[config.mk]
export PLATFORM = sky130hd
export DESIGN_NAME = vxe_fifo2
export DESIGN_NICKNAME = d
export VERILOG_FILES = /design/src/rtl/vxe_fifo2_pkg.sv /design/src/rtl/vxe_fifo2_mem.sv /design/src/rtl/vxe_fifo2.sv
export SDC_FILE = /design/constraint.sdc
export NUM_CORES = 1
export LEC_CHECK = 0
export ABC_AREA = 1
export CORE_UTILIZATION = 40
export DETAILED_ROUTE_END_ITERATION = 10
export GPL_TIMING_DRIVEN = 0
export PLACE_DENSITY = 0.69
export SLEW_MARGIN = 25
export SYNTH_ARGS = -nofsm -noshare
export SYNTH_HDL_FRONTEND = slang
export SYNTH_SLANG_ARGS = --single-unit
[constraint.sdc]
create_clock -name clk -period 3.7 [get_ports clk]
set_input_delay 1.11 -clock clk [delete_from_list [all_inputs] [get_ports clk]]
set_output_delay 1.11 -clock clk [all_outputs]
set_load 0.01 [all_outputs]
[src/rtl/vxe_fifo2_pkg.sv]
// Shared types for the vxe_fifo2 queue: decoded per-cycle operation and its decoder.
package vxe_fifo2_pkg;

    typedef enum logic [1:0] {
        OpNone  = 2'b00,
        OpRead  = 2'b01,
        OpWrite = 2'b10,
        OpBoth  = 2'b11
    } fifo_op_e;

    function automatic fifo_op_e fifo_op(input logic wr_ok, input logic rd_ok);
        return fifo_op_e'({wr_ok, rd_ok});
    endfunction

endpackage

[src/rtl/vxe_fifo2_mem.sv]
// Register array for vxe_fifo2: synchronous write, asynchronous read, cleared on reset.
module vxe_fifo2_mem #(
    parameter int unsigned DATA_WIDTH = 32,
    parameter int unsigned DEPTH_POW2 = 2
) (
    input  logic                  clk,
    input  logic                  nrst,
    input  logic                  we_i,
    input  logic [DEPTH_POW2-1:0] waddr_i,
    input  logic [DATA_WIDTH-1:0] wdata_i,
    input  logic [DEPTH_POW2-1:0] raddr_i,
    output logic [DATA_WIDTH-1:0] rdata_o
);

    localparam int unsigned Depth = 2 ** DEPTH_POW2;

    logic [DATA_WIDTH-1:0] mem_q [Depth];

    always_ff @(posedge clk or negedge nrst) begin
        if (!nrst) begin
            for (int unsigned i = 0; i < Depth; i++) begin
                mem_q[i] <= '0;
            end
        end else if (we_i) begin
            mem_q[waddr_i] <= wdata_i;
        end
    end

    assign rdata_o = mem_q[raddr_i];

endmodule

[src/rtl/vxe_fifo2.sv]
// Single-clock show-ahead FIFO with full/empty/one-entry flags and synchronous soft reset.
module vxe_fifo2
    import vxe_fifo2_pkg::*;
#(
    parameter int unsigned DATA_WIDTH = 32,
    parameter int unsigned DEPTH_POW2 = 2,
    parameter int unsigned USE_EMPTY1 = 0
) (
    input  logic                  clk,
    input  logic                  nrst,
    input  logic [DATA_WIDTH-1:0] data_in,
    output logic [DATA_WIDTH-1:0] data_out,
    input  logic                  wr,
    input  logic                  rd,
    input  logic                  srst,
    output logic                  full,
    output logic                  empty1,
    output logic                  empty
);

    localparam int unsigned Depth = 2 ** DEPTH_POW2;
    localparam int unsigned CntW  = DEPTH_POW2 + 1;
    localparam logic [CntW-1:0] DepthCnt = CntW'(Depth);

    logic [DEPTH_POW2-1:0] wr_ptr_q, wr_ptr_d;
    logic [DEPTH_POW2-1:0] rd_ptr_q, rd_ptr_d;
    logic [CntW-1:0]       count_q, count_d;
    logic                  rd_ok, wr_ok, mem_we;
    fifo_op_e              op;

    assign empty = (count_q == '0);
    assign full  = (count_q == DepthCnt);

    if (USE_EMPTY1 != 0) begin : g_empty1
        assign empty1 = (count_q == CntW'(1));
    end else begin : g_no_empty1
        assign empty1 = 1'b0;
    end

    // A full FIFO still accepts a write when the head is popped in the same cycle.
    assign rd_ok  = rd & ~empty;
    assign wr_ok  = wr & (~full | rd_ok);
    assign op     = fifo_op(wr_ok, rd_ok);
    assign mem_we = wr_ok & ~srst;

    always_comb begin
        wr_ptr_d = wr_ptr_q;
        rd_ptr_d = rd_ptr_q;
        count_d  = count_q;
        if (srst) begin
            wr_ptr_d = '0;
            rd_ptr_d = '0;
            count_d  = '0;
        end else begin
            if (wr_ok) wr_ptr_d = wr_ptr_q + 1'b1;
            if (rd_ok) rd_ptr_d = rd_ptr_q + 1'b1;
            unique case (op)
                OpWrite: count_d = count_q + 1'b1;
                OpRead:  count_d = count_q - 1'b1;
                default: count_d = count_q;
            endcase
        end
    end

    always_ff @(posedge clk or negedge nrst) begin
        if (!nrst) begin
            wr_ptr_q <= '0;
            rd_ptr_q <= '0;
            count_q  <= '0;
        end else begin
            wr_ptr_q <= wr_ptr_d;
            rd_ptr_q <= rd_ptr_d;
            count_q  <= count_d;
        end
    end

    vxe_fifo2_mem #(
        .DATA_WIDTH(DATA_WIDTH),
        .DEPTH_POW2(DEPTH_POW2)
    ) u_mem (
        .clk    (clk),
        .nrst   (nrst),
        .we_i   (mem_we),
        .waddr_i(wr_ptr_q),
        .wdata_i(data_in),
        .raddr_i(rd_ptr_q),
        .rdata_o(data_out)
    );

endmodule

## Yosys cells after proc, flatten, opt, wreduce, memory -nomap -nowiden

Index checks and enable logic that the tools add are counted.

- Add/subtract/negate cells: 4
- $lt $le $gt $ge: 3
- Eq/ne operators: 3
- Multiplexer cells: 12
- Bitwise gates (word level): 9
- Reduce and logical (&&, ||, !) cells: 5

Operators by type and width:

| kind | number |
|---|---|
| $bwmux 128 | 1 |
| $mux 32 | 3 |
| $bmux 32 s2 | 1 |
| $demux 32 s2 | 1 |
| $mux 2 | 4 |
| $ge 3x3->1 const B | 2 |
| $not 2->3 | 2 |
| $pmux 3 s2 | 1 |
| $add 2x1->2 const B | 2 |
| $reduce_bool 2->1 | 2 |
| $add 3x1->3 const B | 1 |
| $and 1x1->1 | 3 |
| $eq 3x3->1 const B | 1 |
| $logic_not 3->1 | 1 |
| $lt 3x1->1 const B | 1 |
| $mux 3 | 1 |
| $not 1->1 | 3 |
| $reduce_bool 3->1 | 1 |
| $sub 3x1->3 const B | 1 |
| $eq 2x1->1 const B | 1 |
| $eq 2x2->1 const B | 1 |
| $logic_and 1x1->1 | 1 |
| $or 1x1->1 | 1 |

- Flip-flop bits (word level): 135
- Input bits: 37
- Output and inout bits: 35
- Logic and storage cells: 43

## Logic depth before layout (Yosys ltp)

- Depth in word-level cells: 8
- Mapped depth: 11
- Gate-level depth less buffers: 11

## Hierarchy

A second synthesis with hierarchy kept.

- Cells, all modules: 990
- Area total of the unflattened synthesis: 7165.6 um2

By module, submodules not included:

| module | times used | cells each | area an instance (um2) | seq. area each (um2) |
|---|---|---|---|---|
| vxe_fifo2_mem | 1 | 936 | 6721.4 | 3203.1 |
| vxe_fifo2 | 1 | 54 | 444.2 | 175.2 |

## Worst setup path after synthesis

Ideal clock, no wire load.

- Path kind: reg2out
- Start: register rd_ptr_q[0]
- End: output port data_out[8]
- Arrival time: 1.255 ns
- Required time: 2.590 ns
- Path slack: 1.335 ns
- Cell stages (with the launch flop): 7
- Path buffers: 3
- Cell sequence: dfrtp_1 buf_2 inv_1 buf_2 clkbuf_1 o21ai_0 o22ai_1

- Longest elaborated chain between the ends: 4

Ends and longest elaborated chain:

| what | RTL line | RTL |
|---|---|---|
| start: declaration | vxe_fifo2.sv:26 | `logic [DEPTH_POW2-1:0] rd_ptr_q, rd_ptr_d;` |
| start signal: assignment | vxe_fifo2.sv:72 | `rd_ptr_q <= rd_ptr_d;` |
| $not 2->3 (not written as such) | vxe_fifo2_mem.sv:29 | `assign rdata_o = mem_q[raddr_i];` |
| $bmux 32 s2 | vxe_fifo2_mem.sv:29 |  |
| $mux 32 (not written as such) (2 in series) | vxe_fifo2_mem.sv:29 |  |
| end: declaration | vxe_fifo2.sv:12 | `output logic [DATA_WIDTH-1:0] data_out,` |

No other way between the ends. The select of a mux whose other input is x is not followed.

## Final worst setup path

- Start: register rd_ptr_q[0]
- End: output port data_out[10]

Same word-level chain as after synthesis.

==> run summary <==
The flow ran to the end, and the final reports show no timing, DRC or antenna violations. In this run the post-CTS setup repair buffer count came out at 0. The critical path goes through buf_2 > inv_1 > buf_2 > clkbuf_4 > nor2_1 > o22ai_1 > clkdlybuf4s50_1. The final cell count without fillers came out at 1,115. The average instance area after synthesis came out at 8.07 um^2.

The number of max-cap violations came out at 0. On the critical path, the stage with the largest delay is an instance of clkdlybuf4s50_1. The count of final setup violators is 0.

In this run the core area contains 46 standard-cell rows. The critical path depth came out at 7. Along the worst hold path, the cell count comes to 2.

The filler cells instantiated in the layout total 1,546. The antenna cell count is 0. The worst relative slew slack is 56.2%. After synthesis, the largest family of logic cells by area is simple AND/OR/NAND/NOR gates.

The clock passes through at most 2 buffers. Of the total power, registers draw 38.1%. In this run the critical register-to-register path is launched from count_q[0]$_DFFE_PN0P_.

The number of global-route vias before repair was 5,738. The post-synthesis register bit count is 135. After synthesis, the cell types taking the most area are dfrtp_1, nand2_1, o21ai_0.

The total half-perimeter wirelength after legalization and detailed placement is 12,300 um. In this run the clock root is driven by a clkbuf_16. The sum of met3 wire segment lengths after detailed routing is 1130 um. The portion of netlist area occupied by mux cells is 0%. The part of the power in combinational logic came out at 34.8%. The maximum fanout along the worst path is 10. The synthesis-to-layout area growth is 24.9%. The final number of hold-violating endpoints came out at 0. The clock share of power came out at 27.1%. The number of nets at the end of the flow is 930. In this run the worst hold path is classified as reg -> reg.

TritonCTS built the clock tree. The family of cells with the greatest summed delay on the critical path is buffers and inverters. The internal power of the cells totals 4.09 mW.

The total detailed-routing wirelength is 18,900 um. The standby leakage power came out at 3.86 nW. The net count of the mapped netlist came out at 840. The fmax is 0.279 GHz. The number of DRC violations after detailed routing came out at 0. In this run the top signal layer used is met4.

The fraction of synthesized cell area taken by the top area cell type came out at 52.5%. Of the cells placed in the final design, the portion with a size suffix greater than 1 is 9.12%. Summing the areas of all and, or, nand and nor instances in the mapped netlist gives 21.4% of the synthesized area. The number of antenna violations at the first check in global routing is 0. The compound-cell area share of the yosys netlist is 18.6%. The leading area contributor after synthesis is dfrtp_1. The switching power of the nets came out at 2.15 mW.

The placer congestion estimate is 0.825. The cts-stage hold buffer count is 0. Before CTS, the worst setup slack after placement is 0.274 ns.

The critical path starts at rd_ptr_q[0]$_DFFE_PN0P_. The overall die width is 129 um. After synthesis the cells add up to 6440 um^2. For this design the top-level I/O count stands at 72. The average wire length per cell after detail routing is 16.9 um. Counting cells, the worst reg-to-reg path comes to 11.

Global routing finished with a remaining overflow of 0. The adder-cell area share of the yosys netlist came out at 1.09%. After detailed routing, the wire length on met1 is 8520 um. The Yosys step of the flow raised 0 warnings.

The first-iteration detailed-routing DRC count is 588. The vias per cell is 5.26. The routed design uses 8700 um of met2 wire.

STA puts the critical path data arrival time at 2.48 ns. The iteration count of the initial detailed-routing pass came out at 6. The starting density of the core is 40.7%.

The final-report max-slew violation count is 0. STA classifies the critical path endpoint as an output pin. The class of the most critical setup path is reg -> out. The number of buffer and inverter instances along the worst setup path came out at 5. The largest incremental delay on the critical path came out at 0.59 ns.

The portion of the post-synthesis area used by sequential elements is 52.5%. The data required time of the critical path came out at 2.59 ns. Clock-pin slew was measured on the worst setup and hold paths at 0.06 ns. The slew at the pin with the worst max-slew slack came out at 0.656 ns.

The global-route wire length before repair is 30,800 um. Setup repair after global routing left no endpoint under its margin. The cell count after synthesis is 798.

The number of clock sinks came out at 135. The remaining antenna violation count is 0. Of the available clock period, the critical path in the final layout requires 97.0%. At the later pin of the worst-skew pair, clock insertion delay measures 0.43 ns. The count of placed standard cells including taps is 1,085. In this run the most critical hold path is launched from u_mem.mem_q[40]$_DFFE_PN0P_. The sort of element at the start of the critical path is a register. The count of different cell masters after synthesis came out at 24. Summing the areas of all xor and xnor instances in the mapped netlist gives 0.136% of the synthesized area. The setup skew after layout is 0.00769 ns.

The number of levels the H-tree was split into is 4. The most numerous cell on the critical path is buf_2. The largest net degree at the start of global routing came out at 73. The die extent in y came out at 129 um. The total via count after detailed routing is 5,870.

The worst hold-check slack came out at 0.469 ns. Buffers placed on the I/O ports in this run total 70. The area of the die came out at 16,600 um^2. The ratio of total power to cell area is 776 nW/um^2.

The core outline area came out at 15,800 um^2. The worst path in the final design needs a cycle of 3.59 ns, including I/O delays and setup. The least setup slack across all paths after layout came out at 0.112 ns. The number of buffers created by CTS is 17.

The worst ir drop on vdd is 0.000422 V. In this run switching power makes up 34.4% of total power. The overall track demand over capacity in global routing is 24.6%.
[final cells by class]
cell class | count | area [um^2] | area share (%)
multi-input combinational | 587 | 2660 | 33.1
timing repair buffer | 71 | 733 | 9.11
clock inverter | 10 | 130 | 1.62
buffer | 59 | 359 | 4.46
sequential | 135 | 3380 | 42.0
tap | 216 | 270 | 3.36
clock buffer | 20 | 447 | 5.55
inverter | 17 | 63.8 | 0.793
[cells by family after synthesis]
group           after synthesis
simple gates                349
xor+xnor                      1
compound gates              231
buf+inv                      76
fa+ha+maj                     5
flops                       135
other cells                   1
[what timing repair did]
item	4_1_cts	5_1_grt
pin swaps	0	0
setup endpoints to repair	12	8
resized for setup	3	12
[sequential cells by signal, summed over array words and instances (netlist names)]
signal / flops
wr_ptr_q: 2
u_mem.mem_q: 128
rd_ptr_q: 2
count_q: 3
[metal layers]
metal	GRT usage (%)	vias to the layer above
met5	0	-
met4	10.7	0
met3	4.12	38
met2	38.3	209
met1	33.9	2815
li1	-	2808
[cell usage in the layout (no fill, tap or decap), drive strengths merged]
cell / n
o21ai: 196
nand4: 2
conb: 1
a21oi: 3
nor3: 1
clkinv: 5
clkdlybuf4s50: 69
ha: 4
clkbuf: 44
nand3: 10
bufinv: 3
xnor2: 1
fa: 1
nor2: 70
nand2: 266
buf: 37
inv: 17
clkinvlp: 2
dfrtp: 135
o22ai: 32
[worst paths after layout]
path | slack [ns] | to
max | 0.11 | data_out[10]
min | 0.47 | u_mem.mem_q[40]$_DFFE_PN0P_
max reg2reg | 1.74 | count_q[2]$_DFFE_PN0P_
min reg2reg | 0.47 | u_mem.mem_q[40]$_DFFE_PN0P_
max in group asynchronous | 2.36 | count_q[2]$_DFFE_PN0P_
min in group asynchronous | 0.62 | u_mem.mem_q[11]$_DFFE_PN0P_
[synthesized netlist by cell type]
cell type,count
nand2_1,266
dfrtp_1,135
o21ai_0,98
o21ai_1,98
nor2_1,65
o22ai_1,32
buf_2,26
clkbuf_1,21
inv_1,16
buf_6,11
nand3_1,8
ha_1,4
nor2_4,4
a21oi_1,3
nand4_1,2
buf_4,1
conb_1,1
fa_1,1
inv_2,1
nand3_2,1
nand3_4,1
nor2_2,1
nor3_1,1
xnor2_1,1
[metrics by stage]
step	instance area [um^2]	total power, mW	util [%]	setup TNS (ns)
2_1_floorplan	6440	3.54	-	0
5_1_grt	8050	6.64	50.8	0
3_5_place_dp	7440	4.54	47.0	0
4_1_cts	8020	6.24	50.7	0
6_report	8050	6.24	50.8	0
3_3_place_gp	7410	4.47	46.8	-539.72
[power groups by stage]
stage          combinational (mW)  clock (mW)  sequential [mW]
6_report                     2.17        1.69             2.38
5_1_grt                      2.43        1.77             2.45
4_1_cts                      2.16        1.71             2.37
3_5_place_dp                 2.15           0             2.39
3_3_place_gp                 2.10           0             2.37
2_1_floorplan                1.24           0             2.31
[tightest hold or removal path, stage by stage, from the launching register on]
cell and delay [ns]:
dfrtp_1 0.33, o21ai_1 0.06, nand2_1 0.05
Power figures use the tool's default switching activity.
